$ cat config.mk
export PLATFORM = sky130hd
export DESIGN_NAME = scan_mux
export DESIGN_NICKNAME = d
export VERILOG_FILES = /design/src/rtl/scan_mux.sv
export SDC_FILE = /design/constraint.sdc
export NUM_CORES = 1
export LEC_CHECK = 0
export ABC_AREA = 0
export BUFFER_PORTS_ARGS = -buffer_cell sky130_fd_sc_hd__buf_2
export CAP_MARGIN = 30
export CORE_MARGIN = 5
export CORE_UTILIZATION = 26
export DETAILED_ROUTE_END_ITERATION = 8
export PLACE_DENSITY = 0.48
export SLEW_MARGIN = 20
export SYNTH_ARGS = -nofsm -noshare
export SYNTH_HDL_FRONTEND = slang
export SYNTH_SLANG_ARGS = --single-unit
$ cat constraint.sdc
create_clock -name clk -period 1.7 [get_ports clk]
set_input_delay 0.34 -clock clk [delete_from_list [all_inputs] [get_ports clk]]
set_output_delay 0.34 -clock clk [all_outputs]
set_load 0.1 [all_outputs]
$ cat src/rtl/scan_mux.sv
// scan_mux: N-channel W-bit registered mux with manual load select or auto round-robin scan.
// Define SCAN_MASK_EN to add a ch_mask input that skips disabled channels.
module scan_mux #(
  parameter int N = 4,
  parameter int W = 1,
  parameter int DWELL = 4,
  localparam int SW = $clog2(N)
) (
  input  logic           clk,
  input  logic           rst,
  input  logic [N*W-1:0] data_in,
  input  logic           mode,
  input  logic           load,
  input  logic [SW-1:0]  sel,
`ifdef SCAN_MASK_EN
  input  logic [N-1:0]   ch_mask,
`endif
  output logic [W-1:0]   data_out,
  output logic [SW-1:0]  ch_out,
  output logic           valid
);
  localparam int CW = $clog2(DWELL + 1);
  localparam int NP = 1 << SW;
  logic [N-1:0] en;
  logic [NP-1:0] en_x;
  logic [SW-1:0] ch_q, ch_d, step_ch, cand;
  logic [W-1:0] data_q, data_d;
  logic valid_q, valid_d, step, step_ok, accept;
  logic [CW-1:0] cnt_q, cnt_d;
`ifdef SCAN_MASK_EN
  assign en = ch_mask;
`else
  assign en = '1;
`endif
  // Indices at or above N map to zero bits, so out-of-range sel is rejected by the mask lookup.
  assign en_x = NP'(en);
  assign step = cnt_q == CW'(DWELL - 1);
  assign accept = load & en_x[sel];
  // Search downward so the nearest enabled channel after ch_q wins; ch_q itself is the fallback.
  always_comb begin
    step_ch = ch_q;
    step_ok = en_x[ch_q];
    cand = ch_q;
    for (int i = N - 1; i >= 1; i--) begin
      cand = SW'((int'(ch_q) + i) % N);
      if (en_x[cand]) begin
        step_ch = cand;
        step_ok = 1'b1;
      end
    end
  end
  always_comb begin
    ch_d = mode ? (step & step_ok ? step_ch : ch_q) : (accept ? sel : ch_q);
    valid_d = mode ? step & step_ok : accept;
    cnt_d = mode & ~step ? cnt_q + CW'(1) : '0;
    data_d = data_in[int'(ch_d)*W +: W];
  end
  always_ff @(posedge clk) begin
    if (rst) begin
      ch_q <= '0;
      data_q <= '0;
      valid_q <= 1'b0;
      cnt_q <= '0;
    end else begin
      ch_q <= ch_d;
      data_q <= data_d;
      valid_q <= valid_d;
      cnt_q <= cnt_d;
    end
  end
  assign data_out = data_q;
  assign ch_out = ch_q;
  assign valid = valid_q;
endmodule

==> flow_metrics.tcl <==
set metrics [dict create \
    rr_startpoint "cnt_q[1]" \
    grt_antenna_before_repair 0 \
    grt_pass1_vias 277 \
    dieArea_sq_um 2320 \
    min_to "valid" \
    first_pass_iters 1 \
    reg2reg_depth 6 \
    htree_levels 1 \
    synth_cells 36 \
    clockBufferDepth 2 \
    cts_root_buf "clkbuf_4" \
    rrSetupSlack_ns 0.04 \
    crit_fanout 3 \
    finalInstanceArea_sq_um 533 \
    totalWireLength_um 685 \
    critPathArrivalTime_ns 1.79 \
    worst_ir_drop_vdd_mv 0.378 \
    start_util_pct 28.4 \
    p_leak_nw 0.255 \
    clock-sinks 7 \
    cts_tree "done" \
    port-buffer-count 13 \
    crit_path_end_kind "flop" \
    finClkSkew_ns 0.00384 \
    finalWorstSetupSlack_ns 0.0443 \
    fin_nets 69 \
    crit_type "flop to flop" \
    whs_ns 0.296 \
    ff_latch_area_sq_um 144 \
    drc_errors 0 \
    yosysMostFrequentCell "dfxtp_1" \
    track_usage_pct 7.27 \
    drt_iter0_drc 0 \
    slew_headroom_pct 67.6 \
    finalHoldViolations 0 \
    syn_area_per_cell_sq_um 10.5 \
    place_hpwl_um 552 \
    clk-insertion-delay-late_ns 0.24 \
    final_layout_size_suffix_gt1_share_pct 60.0 \
    cts-buffers-inserted 3 \
    synthTopCellsByCount "7 x dfxtp_1, 4 x nor2_1, 3 x ha_1, 3 x inv_1, 3 x nand3_1" \
    hp-class "primary input to flop" \
    reg2reg_to "data_out" \
    via_per_inst 4.23 \
    power_mw 0.447 \
    die_h_um 48.2 \
    core_sq_um 1330 \
    rsz0062_at_grt "false" \
    grt_pass1_wl_mm 1.15 \
    synth-edff-count 0 \
    yosysSeqAreaShare_pct 37.0 \
    place_area_sq_um 470 \
    maxCapViolCount 0 \
    synth_area_sq_um 379 \
    fin_crit_ns 1.66 \
    worstHoldStart "rst" \
    synth.largest_area_cell "dfxtp_1" \
    dr_total_vias 296 \
    synth.distinct_cells 19 \
    die_x_um 48.2 \
    synth_top_area_share_pct 37.0 \
    holdPathStages 2 \
    required_ns 1.83 \
    finalSetupTns_ns 0 \
    slew_viol_final 0 \
    grt_overflow 0 \
    fillers 145 \
    grt_max_degree 9 \
    powerDensity_nw_per_um2 838 \
    fmax_ghz 0.604 \
    wire_per_inst_um 9.79 \
    multi_input_area_sq_um 245 \
    setup_viol 0 \
    synth-main-ff-cell "dfxtp_1" \
    rows 13 \
    synth_fp_nets 49 \
    outcome "complete, no violations" \
    path_clk_slew_ns 0.05 \
    area_delta_synth_final_pct 40.6 \
    tightestPinTransition_ns 0.490 \
    post-route-period-util_pct 97.4 \
    antenna_left 0 \
    async_reset_ff_share_pct 0 \
    dp_worst_setup_slack_ns -0.0324 \
    ys_top_cells_by_area "dfxtp_1 37%, ha_1 9.9%, mux2_4 7.9%" \
    cp-start-kind "flop" \
    diodes 0 \
    place_congestion 0.640 \
    yosysWarnings 0 \
    io_pins 14 \
    synth-seq-cells 7 \
]
[registers in the layout, indices dropped and copies added (netlist names)]
signal,cells
valid,1
data_out,1
cnt_q,3
ch_out,2
[layout by cell type (no fill, tap or decap)]
cell type,n
a211o_2,1
a21bo_2,1
a21oi_1,1
and2_2,1
and3_2,1
buf_2,13
buf_4,3
clkbuf_1,1
clkbuf_4,3
dfxtp_1,4
dfxtp_2,3
ha_1,1
ha_4,2
inv_1,3
mux2_4,2
mux2i_1,1
mux2i_2,1
nand2_1,1
nand3_1,3
nand3b_1,1
nor2_1,4
nor2b_1,1
o211a_4,1
o2bb2ai_2,1
or3b_1,1
[routing by layer]
layer	part of all wire, %	vias up	global-route usage (%)	wire length, um
li1	-	163	-	-
met1	48	121	10.2	331
met2	41	10	9.38	283
met3	9.6	2	2.21	66
met4	0.58	0	4.84	4
met5	0	-	0	0
[report_power, final]
part,switching (mW),total (mW),internal [mW],leakage (nW)
logic,0.0775,0.121,0.0430,0.182
registers,0.00611,0.181,0.175,0.0587
clock network,0.0563,0.146,0.0893,0.0150
[repair_timing]
action / 4_1_cts / 5_1_grt
setup endpoints to repair: 1 / 1
buffers inserted: 0 / 1
pin swaps: 1 / 0
hold buffers: 0 / 0
resized for setup: 1 / 5
[cell type report]
class,instances,share of cell area [%]
clock buffers,4,4.93
inverters,3,2.11
multi-input cells,25,46.0
flip-flops and latches,7,27.0
well taps,15,3.52
repair buffers,16,16.4
[worst max path at each step]
stage	start	to	slack (ns)	cells past startpoint
6_report	cnt_q[1]	data_out	0.04	6
5_1_grt	cnt_q[1]	data_out	0.002	7
4_1_cts	cnt_q[1]	data_out	0.0003	6
3_5_place_dp	cnt_q[0]	data_out	-0.03	6
3_3_place_gp	cnt_q[0]	data_out	-0.02	6
2_1_floorplan	cnt_q[0]	data_out	0.006	6
[through the flow]
| step | utilization, % | instances |
|---|---|---|
| floorplan | - | 36 |
| global placement | 35.3 | 65 |
| detailed placement | 35.3 | 65 |
| CTS | 37.4 | 69 |
| global route | 40.0 | 70 |
| finish | 40.0 | 70 |
[logic make-up after synthesis]
family,share of synthesized area (%)
buffers and inverters,5.94
AO/OA/AOI/OAI,15.2
adder cells (fa/ha/maj),9.90
AND/OR/NAND/NOR,18.8
multiplexers,13.2
flip-flops,37.0
[worst max-delay path, stage by stage, from the launching register on]
cell       delay (ns)
dfxtp_2          0.33
ha_4             0.16
ha_4             0.15
mux2_4           0.25
o211a_4          0.24
mux2_4           0.30
o2bb2ai_2        0.11
No activity file was read; power rests on OpenSTA's default activity.
